--- src/rtl/pipeline_hazard_ctrl.sv ---
// rtl/pipeline_hazard_ctrl.sv - stall/flush sequencer for load-use, branch and mul/div hazards
module pipeline_hazard_ctrl #(
   parameter int MC_TIMEOUT = 64,
   parameter int CNT_W      = 16
) (
   input  logic             Clk,
   input  logic             Reset,
   input  logic             IDEX_MemRead,
   input  logic [4:0]       IDEX_Rt,
   input  logic [4:0]       IFID_Rs,
   input  logic [4:0]       IFID_Rt,
   input  logic             IFID_UsesRt,
   input  logic             BranchTaken,
   input  logic             MulDivStart,
   input  logic             MulDivDone,
   output logic             PCWrite,
   output logic             IFIDWrite,
   output logic             IDEXWrite,
   output logic             IFIDFlush,
   output logic             IDEXFlush,
   output logic             EXMEMFlush,
   output logic             McTimeout,
   output logic [CNT_W-1:0] StallCount,
   output logic [CNT_W-1:0] FlushCount
);

   localparam int WCW = $clog2(MC_TIMEOUT + 1);

   typedef enum logic {RUN, MC_WAIT} state_t;

   state_t           state_q, state_d;
   logic [WCW-1:0]   wait_cnt_q, wait_cnt_d;
   logic             mc_timeout_q, mc_timeout_d;
   logic [CNT_W-1:0] stall_cnt_q, stall_cnt_d;
   logic [CNT_W-1:0] flush_cnt_q, flush_cnt_d;
   logic             load_use;
   logic             flush_evt;

   assign load_use = IDEX_MemRead && (IDEX_Rt != 5'd0) &&
                     ((IDEX_Rt == IFID_Rs) || (IFID_UsesRt && (IDEX_Rt == IFID_Rt)));

   assign McTimeout  = mc_timeout_q;
   assign StallCount = stall_cnt_q;
   assign FlushCount = flush_cnt_q;

   // Next-state and zero-latency control outputs; reset forces everything frozen and flushed.
   always_comb begin
      PCWrite      = 1'b1;
      IFIDWrite    = 1'b1;
      IDEXWrite    = 1'b1;
      IFIDFlush    = 1'b0;
      IDEXFlush    = 1'b0;
      EXMEMFlush   = 1'b0;
      state_d      = state_q;
      wait_cnt_d   = wait_cnt_q;
      mc_timeout_d = mc_timeout_q;
      flush_evt    = 1'b0;

      if (!Reset) begin
         PCWrite    = 1'b0;
         IFIDWrite  = 1'b0;
         IDEXWrite  = 1'b0;
         IFIDFlush  = 1'b1;
         IDEXFlush  = 1'b1;
         EXMEMFlush = 1'b1;
      end else begin
         case (state_q)
            RUN: begin
               if (BranchTaken) begin
                  // The younger instruction in ID is squashed, so any load-use on it is moot.
                  IFIDFlush = 1'b1;
                  IDEXFlush = 1'b1;
                  flush_evt = 1'b1;
               end else if (MulDivStart && !MulDivDone) begin
                  PCWrite    = 1'b0;
                  IFIDWrite  = 1'b0;
                  IDEXWrite  = 1'b0;
                  EXMEMFlush = 1'b1;
                  state_d    = MC_WAIT;
                  wait_cnt_d = WCW'(1);
               end else if (MulDivStart && MulDivDone) begin
                  state_d = RUN;
               end else if (load_use) begin
                  // Bubble enters ID/EX and clears IDEX_MemRead, so this lasts one cycle.
                  PCWrite   = 1'b0;
                  IFIDWrite = 1'b0;
                  IDEXFlush = 1'b1;
               end
            end
            MC_WAIT: begin
               if (MulDivDone) begin
                  state_d    = RUN;
                  wait_cnt_d = '0;
               end else if (wait_cnt_q == WCW'(MC_TIMEOUT)) begin
                  state_d      = RUN;
                  wait_cnt_d   = '0;
                  mc_timeout_d = 1'b1;
               end else begin
                  PCWrite    = 1'b0;
                  IFIDWrite  = 1'b0;
                  IDEXWrite  = 1'b0;
                  EXMEMFlush = 1'b1;
                  wait_cnt_d = wait_cnt_q + WCW'(1);
               end
            end
            default: begin
               state_d    = RUN;
               wait_cnt_d = '0;
            end
         endcase
      end
   end

   // Saturating statistics; reset cycles are not counted.
   always_comb begin
      stall_cnt_d = stall_cnt_q;
      flush_cnt_d = flush_cnt_q;
      if (Reset && !PCWrite && (stall_cnt_q != {CNT_W{1'b1}}))
         stall_cnt_d = stall_cnt_q + CNT_W'(1);
      if (flush_evt && (flush_cnt_q != {CNT_W{1'b1}}))
         flush_cnt_d = flush_cnt_q + CNT_W'(1);
   end

   // State, wait counter, sticky timeout flag and statistics registers.
   always_ff @(posedge Clk) begin
      if (!Reset) begin
         state_q      <= RUN;
         wait_cnt_q   <= '0;
         mc_timeout_q <= 1'b0;
         stall_cnt_q  <= '0;
         flush_cnt_q  <= '0;
      end else begin
         state_q      <= state_d;
         wait_cnt_q   <= wait_cnt_d;
         mc_timeout_q <= mc_timeout_d;
         stall_cnt_q  <= stall_cnt_d;
         flush_cnt_q  <= flush_cnt_d;
      end
   end

endmodule

--- config.mk ---
export PLATFORM = sky130hd
export DESIGN_NAME = pipeline_hazard_ctrl
export DESIGN_NICKNAME = d
export VERILOG_FILES = /design/src/rtl/pipeline_hazard_ctrl.sv
export SDC_FILE = /design/constraint.sdc
export NUM_CORES = 1
export LEC_CHECK = 0
export ABC_AREA = 1
export ABC_CLOCK_PERIOD_IN_PS = 1900
export CAP_MARGIN = 20
export CELL_PAD_IN_SITES_DETAIL_PLACEMENT = 1
export CELL_PAD_IN_SITES_GLOBAL_PLACEMENT = 2
export CORE_MARGIN = 5
export CORE_UTILIZATION = 26
export DETAILED_ROUTE_END_ITERATION = 8
export PLACE_DENSITY = 0.85
export RECOVER_POWER = 50
export REMOVE_ABC_BUFFERS = 1
export SLEW_MARGIN = 20
export SYNTH_ARGS = -nofsm -noshare
export SYNTH_HDL_FRONTEND = slang
export SYNTH_SLANG_ARGS = --single-unit
--- constraint.sdc ---
create_clock -name Clk -period 1.9 [get_ports Clk]
set_input_delay 0.285 -clock Clk [delete_from_list [all_inputs] [get_ports Clk]]
set_output_delay 0.285 -clock Clk [all_outputs]
set_load 0.02 [all_outputs]
# == Word level (Yosys, flattened, before mapping) ==
# Cells that the tools add are included.
# totals
reg_bits,41
inputBits,22
out_inout_bits,39
wordCells,64
# op_classes
addsub,3
eq_ne,7
n_mux,33
n_bitwise,2
reduce_logical,14
# ops
operator,count
"adder 16 x 1 -> 16 bit, second input constant",2
"!= test 16 bit, second input constant",2
2-to-1 mux 7 bit,4
2-to-1 mux 1 bit,25
one-hot mux 7 bit (2 select lines),1
== test 5 bit,2
logical AND 1 bit,8
"adder 7 x 1 -> 7 bit, second input constant",1
"== test 7 bit, second input constant",1
one-hot mux 1 bit (2 select lines),3
nonzero test 5 bit,1
"!= test 2 bit, second input constant",2
AND reduction 3 bit,1
zero test 1 bit,2
NOT 1 bit,2
AND reduction 2 bit,1
logical OR 1 bit,1

# == Longest topological paths before layout ==
# logic_depth
word_depth,13
mapped_depth,12
depth_no_buf,12

# == Worst setup path after synthesis ==
# Ideal clock, no wire load.
# synth_path
path_type,register -> output
from,register wait_cnt_q[0]
to,output port PCWrite
arrival_time_ns,1.792
t_required_ns,1.615
path_slack_ns,-0.177
path_stages_with_launch,12
n_path_buf,2
path_cell_list,dfxtp_1 inv_1 ha_1 nor3b_4 nand2_1 nand2_1 inv_2 a21oi_4 nand2_4 buf_6 nor2_1 buf_4
# synth_between
elab_chain_len,5
# synth_lines
element,line,text
from (decl),32,"logic [WCW-1:0] wait_cnt_q, wait_cnt_d;"
from (signal assigned),134,wait_cnt_q <= wait_cnt_d;
== test 7 bit,94,end else if (wait_cnt_q == WCW'(MC_TIMEOUT)) begin
2-to-1 mux 1 bit (2 in series),n/a,
one-hot mux 1 bit (2 select lines),n/a,
2-to-1 mux 1 bit,n/a,
to (decl),16,"output logic PCWrite,"
# Every way passes these cells.

# == Final worst setup path ==
# layout_path
from,register wait_cnt_q[0]
to,output port PCWrite
# layout_between
elab_chain_len,5
# layout_lines
element,line,text
== test 7 bit,94,
2-to-1 mux 1 bit,94,
2-to-1 mux 1 bit,91,if (MulDivDone) begin
one-hot mux 1 bit (2 select lines),67,case (state_q)
2-to-1 mux 1 bit,59,if (!Reset) begin
# Every way passes these cells.

==> flow_results.org <==
** STA
- Unrepaired setup endpoints after global routing :: yes
- Final hold vios :: 0
- Part of the cycle the worst path needs :: 1.07
- Counting I/O delays and the setup requirement, the final critical path takes just over 2 ns.
- Max-Slew Margin vs Limit :: 0.694
- Transition time at the pin with the least slew margin :: 0.460 ns
- For this run, the top clock speed supported by timing is ~0.5 GHz.
- Across all setup checks in the final design, the least slack found is -0.142 ns.
- Clk_skew :: 0.0168 ns
- Final number of max-transition violations :: 0
- Setup violations remaining at the end of the flow were counted as 4.

** Setup path
- The largest single stage delay on the critical path is 0.34 ns.
- Worst reg2reg path startpoint :: wait_cnt_q[0]$_SDFFE_PN0P_
- Element type at the critical path end :: output port
- CP startpoint kind :: flip-flop
- FF-to-FF setup slack :: 0.02 ns
- The critical path in this run is classified as reg2out.
- Counting cells, the worst reg-to-reg path comes to 14.
- The critical path goes through inv_2, ha_4, nor3b_4, nand2_1, nand2_2, inv_2, a21oi_4, nand2_4, nor2_4, buf_6.
- By instance count, the cell type seen most on the critical path is inv_2.
- CP Max Fanout :: 2
- Required time of the critical path :: 1.62 ns
- STA puts the critical path data arrival time at 1.76 ns.
- Among all stages on the critical path, the largest delay is contributed by dfxtp_2.
- Worst r2r dst :: StallCount[3]$_SDFFE_PN0P_

** Route
- DRC viols :: 0
- Via count of the routed design :: around 2,800
- Detailed-route vias per instance :: 4.48
- DRT iter0 DRCs :: 60
- The routed design has 8.46 mm of wire.
- Number of detailed-route iterations in the first pass :: 4
- Number of nets with antenna violations after detailed routing :: 0
- After detailed routing, the average wire length per cell comes to about 13 um.

** Clock tree
- The tree built by TritonCTS fans out to 41 sinks.
- Maximum number of buffers from clock root to sink :: 2
- Hold-fix buffers, CTS :: 0
- At the later pin of the worst-skew pair, clock insertion delay measures around 0.3 ns.
- Clock-pin slew of the registers on the worst-case setup and hold paths :: 0.09 ns
- Buffers inserted during clock tree synthesis total 5.
- Clock root buffer master :: clkbuf_8
- TritonCTS built the clock tree.
- H-tree depth :: 2

** Cells and area
- 0 antenna diodes ended up in the layout.
- Leaving out fill and tap cells, the most frequent cell in the layout is nand2_1.
- The net count of the finished layout is 529.
- In the final layout, the share of cells above drive strength 1 is 0.177.
- The top cell types in the final layout, fill and taps aside, are 109 x nand2_1, 63 x inv_1, 52 x nor2_1.
- The area growth from synthesis to layout is 50.4%.
- At the end of the flow the core is filled with cells to 0.406.
- The finished cells cover 3780 um2.

** Power
- Leakage :: 1.64 nW
- Dividing total power by cell area gives a power density of 467 nW/um2.
- VDD sags by at most 0.000336 V.

** Run status
- Violations in the final reports :: setup timing
- The flow ran to the end, but the final reports show violations.

** Floorplan
- The die covers between 10,000 and 15,000 um2.
- The core region is 9330 um2.
- 61 I/O pins were placed.
- The die is 108 um tall.
- Die width :: around 110 um
- Starting Density :: 0.270
- Cell row count :: 35

** Global route
- In the global route stage, overall resource usage came out at 0.143.
- For this run, global-route usage on met3 was measured as 0.0251.
- Total congestion overflow after global routing :: 0
- Pin count of the biggest net entering global routing :: 27
- For met1 alone, demand over resource in global routing was 0.173.
- The first global-routing pass estimated 13.7 mm of wire.
- For this run, global-route usage on met2 was measured as 0.262.
- Number of antenna violations at the first check in global routing :: 0
- The via count of the first global-routing pass came to roughly 3,000.
- The layer flagged by global routing as most heavily used is met2.

** Synthesis
- Post-Synthesis Mean Instance Area :: 6.18 um2
- Gate Count Post-Synth :: 407
- Combined area of all synthesized cells :: 2510 um2
- Synthesis inferred 41 register bits.
- Area share of the largest cell type after synthesis :: 0.326
- By area the synthesized netlist is led by dfxtp_1 33%, nand2_1 17%, inv_1 9.9%.
- During synthesis, Yosys emitted a total of 0 warnings.
- Cell type contributing the most total cell area after synthesis :: dfxtp_1
- In this run, distinct cell masters in the synthesized netlist total 30.
- For this run, the register share of the synthesized area comes to 0.326.

** Placed design
- The count of buffers added on input and output ports is 60.
- At the end of routability-driven placement, the weighted congestion stood at 0.779.
- Once placement finished, the instance area stood at 3450 um2.
- Once detailed placement completed, the half-perimeter wirelength came to 6.31 mm.

** Flow run
- Across the run, the number of max-cap violations was 0.

** Hold path
- In this run the most critical hold path is launched from FlushCount[14]$_SDFFE_PN0P_.
- For hold timing, the worst endpoint is FlushCount[14]$_SDFFE_PN0P_.
- The min-delay analysis places its worst path in the category reg2reg.
- Worst Hold Path Cells :: 2
==> cell type report <==
type	count	area, um2
inverters	69	262
clock buffers	6	72.6
clock inverters	2	10.0
well taps	129	161
repair buffers	98	952
fillers	1197	5550
multi-input cells	288	1500
flip-flops and latches	41	825
==> sequential cells by signal (all words and copies together) (netlist names) <==
| register | count |
|---|---|
| wait_cnt_q | 7 |
| state_q | 1 |
| FlushCount | 16 |
| McTimeout | 1 |
| StallCount | 16 |
==> logic make-up (layout without fill, tap and decap cells) <==
kind of cell | count (synthesis) | after routing | share of synthesized area
xor+xnor | 8 | 8 | 0.0279
compound gates | 43 | 43 | 0.0950
buf+inv | 78 | 175 | 0.128
simple gates | 233 | 233 | 0.402
flops | 41 | 41 | 0.326
fa+ha+maj | 4 | 4 | 0.0199
==> where the power goes <==
part | leakage (nW) | internal, mW | total [mW] | switching, mW
registers | 0.332 | 0.867 | 0.875 | 0.00761
clock network | 0.0450 | 0.255 | 0.580 | 0.324
logic | 1.26 | 0.151 | 0.311 | 0.160
==> worst max path at each step <==
stage	from	depth (start not counted)	to	slack, ns
after floorplan	wait_cnt_q[0]$_SDFFE_PN0P_	9	IFIDWrite	-0.13
after global placement	IDEX_Rt[0]	10	PCWrite	-0.54
after detailed placement	IDEX_Rt[3]	11	PCWrite	-0.55
after CTS	wait_cnt_q[0]$_SDFFE_PN0P_	10	PCWrite	-0.16
after global routing	wait_cnt_q[0]$_SDFFE_PN0P_	10	IFIDWrite	-0.24
final	wait_cnt_q[0]$_SDFFE_PN0P_	10	PCWrite	-0.14
==> routing by layer <==
metal	up-vias	part of all wire
met1	1330	0.44
met2	36	0.52
met4	0	0.0095
met5	-	0
met3	8	0.027
li1	1464	-
==> critical path: cells and delay by family, from the launching register on <==
kind	cells	cell delay, ns
AO/OA/AOI/OAI	1	0.15
adder cells (fa/ha/maj)	1	0.12
buffers and inverters	3	0.27
flip-flops	1	0.34
AND/OR/NAND/NOR	5	0.56
==> synth_stat cells <==
master	instances
xnor2_1	3
a21oi_4	1
buf_1	1
nand2_4	1
nor4_1	3
dfxtp_1	41
o21a_1	2
nor3_1	12
nand3_1	33
nand3_2	2
nand2_1	113
nor3b_1	3
nor2_1	57
nand4_1	5
nor3_2	2
nor2_2	1
xor2_1	5
o21ai_1	1
nor3b_4	1
inv_1	66
buf_6	2
a31oi_1	1
a21oi_1	28
inv_2	3
a22oi_1	1
buf_4	4
a31o_2	1
o21ai_0	8
clkbuf_1	2
ha_1	4
==> stage by stage <==
step / setup WS (ns) / TNS (ns) / power (mW) / hold slack [ns] / instances
floorplan: -0.128 / -0.257 / 1.01 / 0.405 / 398
global placement: -0.542 / -5.94 / 1.15 / 0.473 / 618
detailed placement: -0.554 / -7.25 / 1.16 / 0.486 / 618
CTS: -0.163 / -0.744 / 1.75 / 0.499 / 629
global route: -0.241 / -1.56 / 1.85 / 0.523 / 633
finish: -0.142 / -0.521 / 1.77 / 0.495 / 633
==> timing repair <==
item	CTS	global route
buffers inserted	3	1
resized for setup	38	37
pin swaps	0	1
cloned	0	3
setup endpoints to repair	9	25
(Power assumes the default switching activity.)
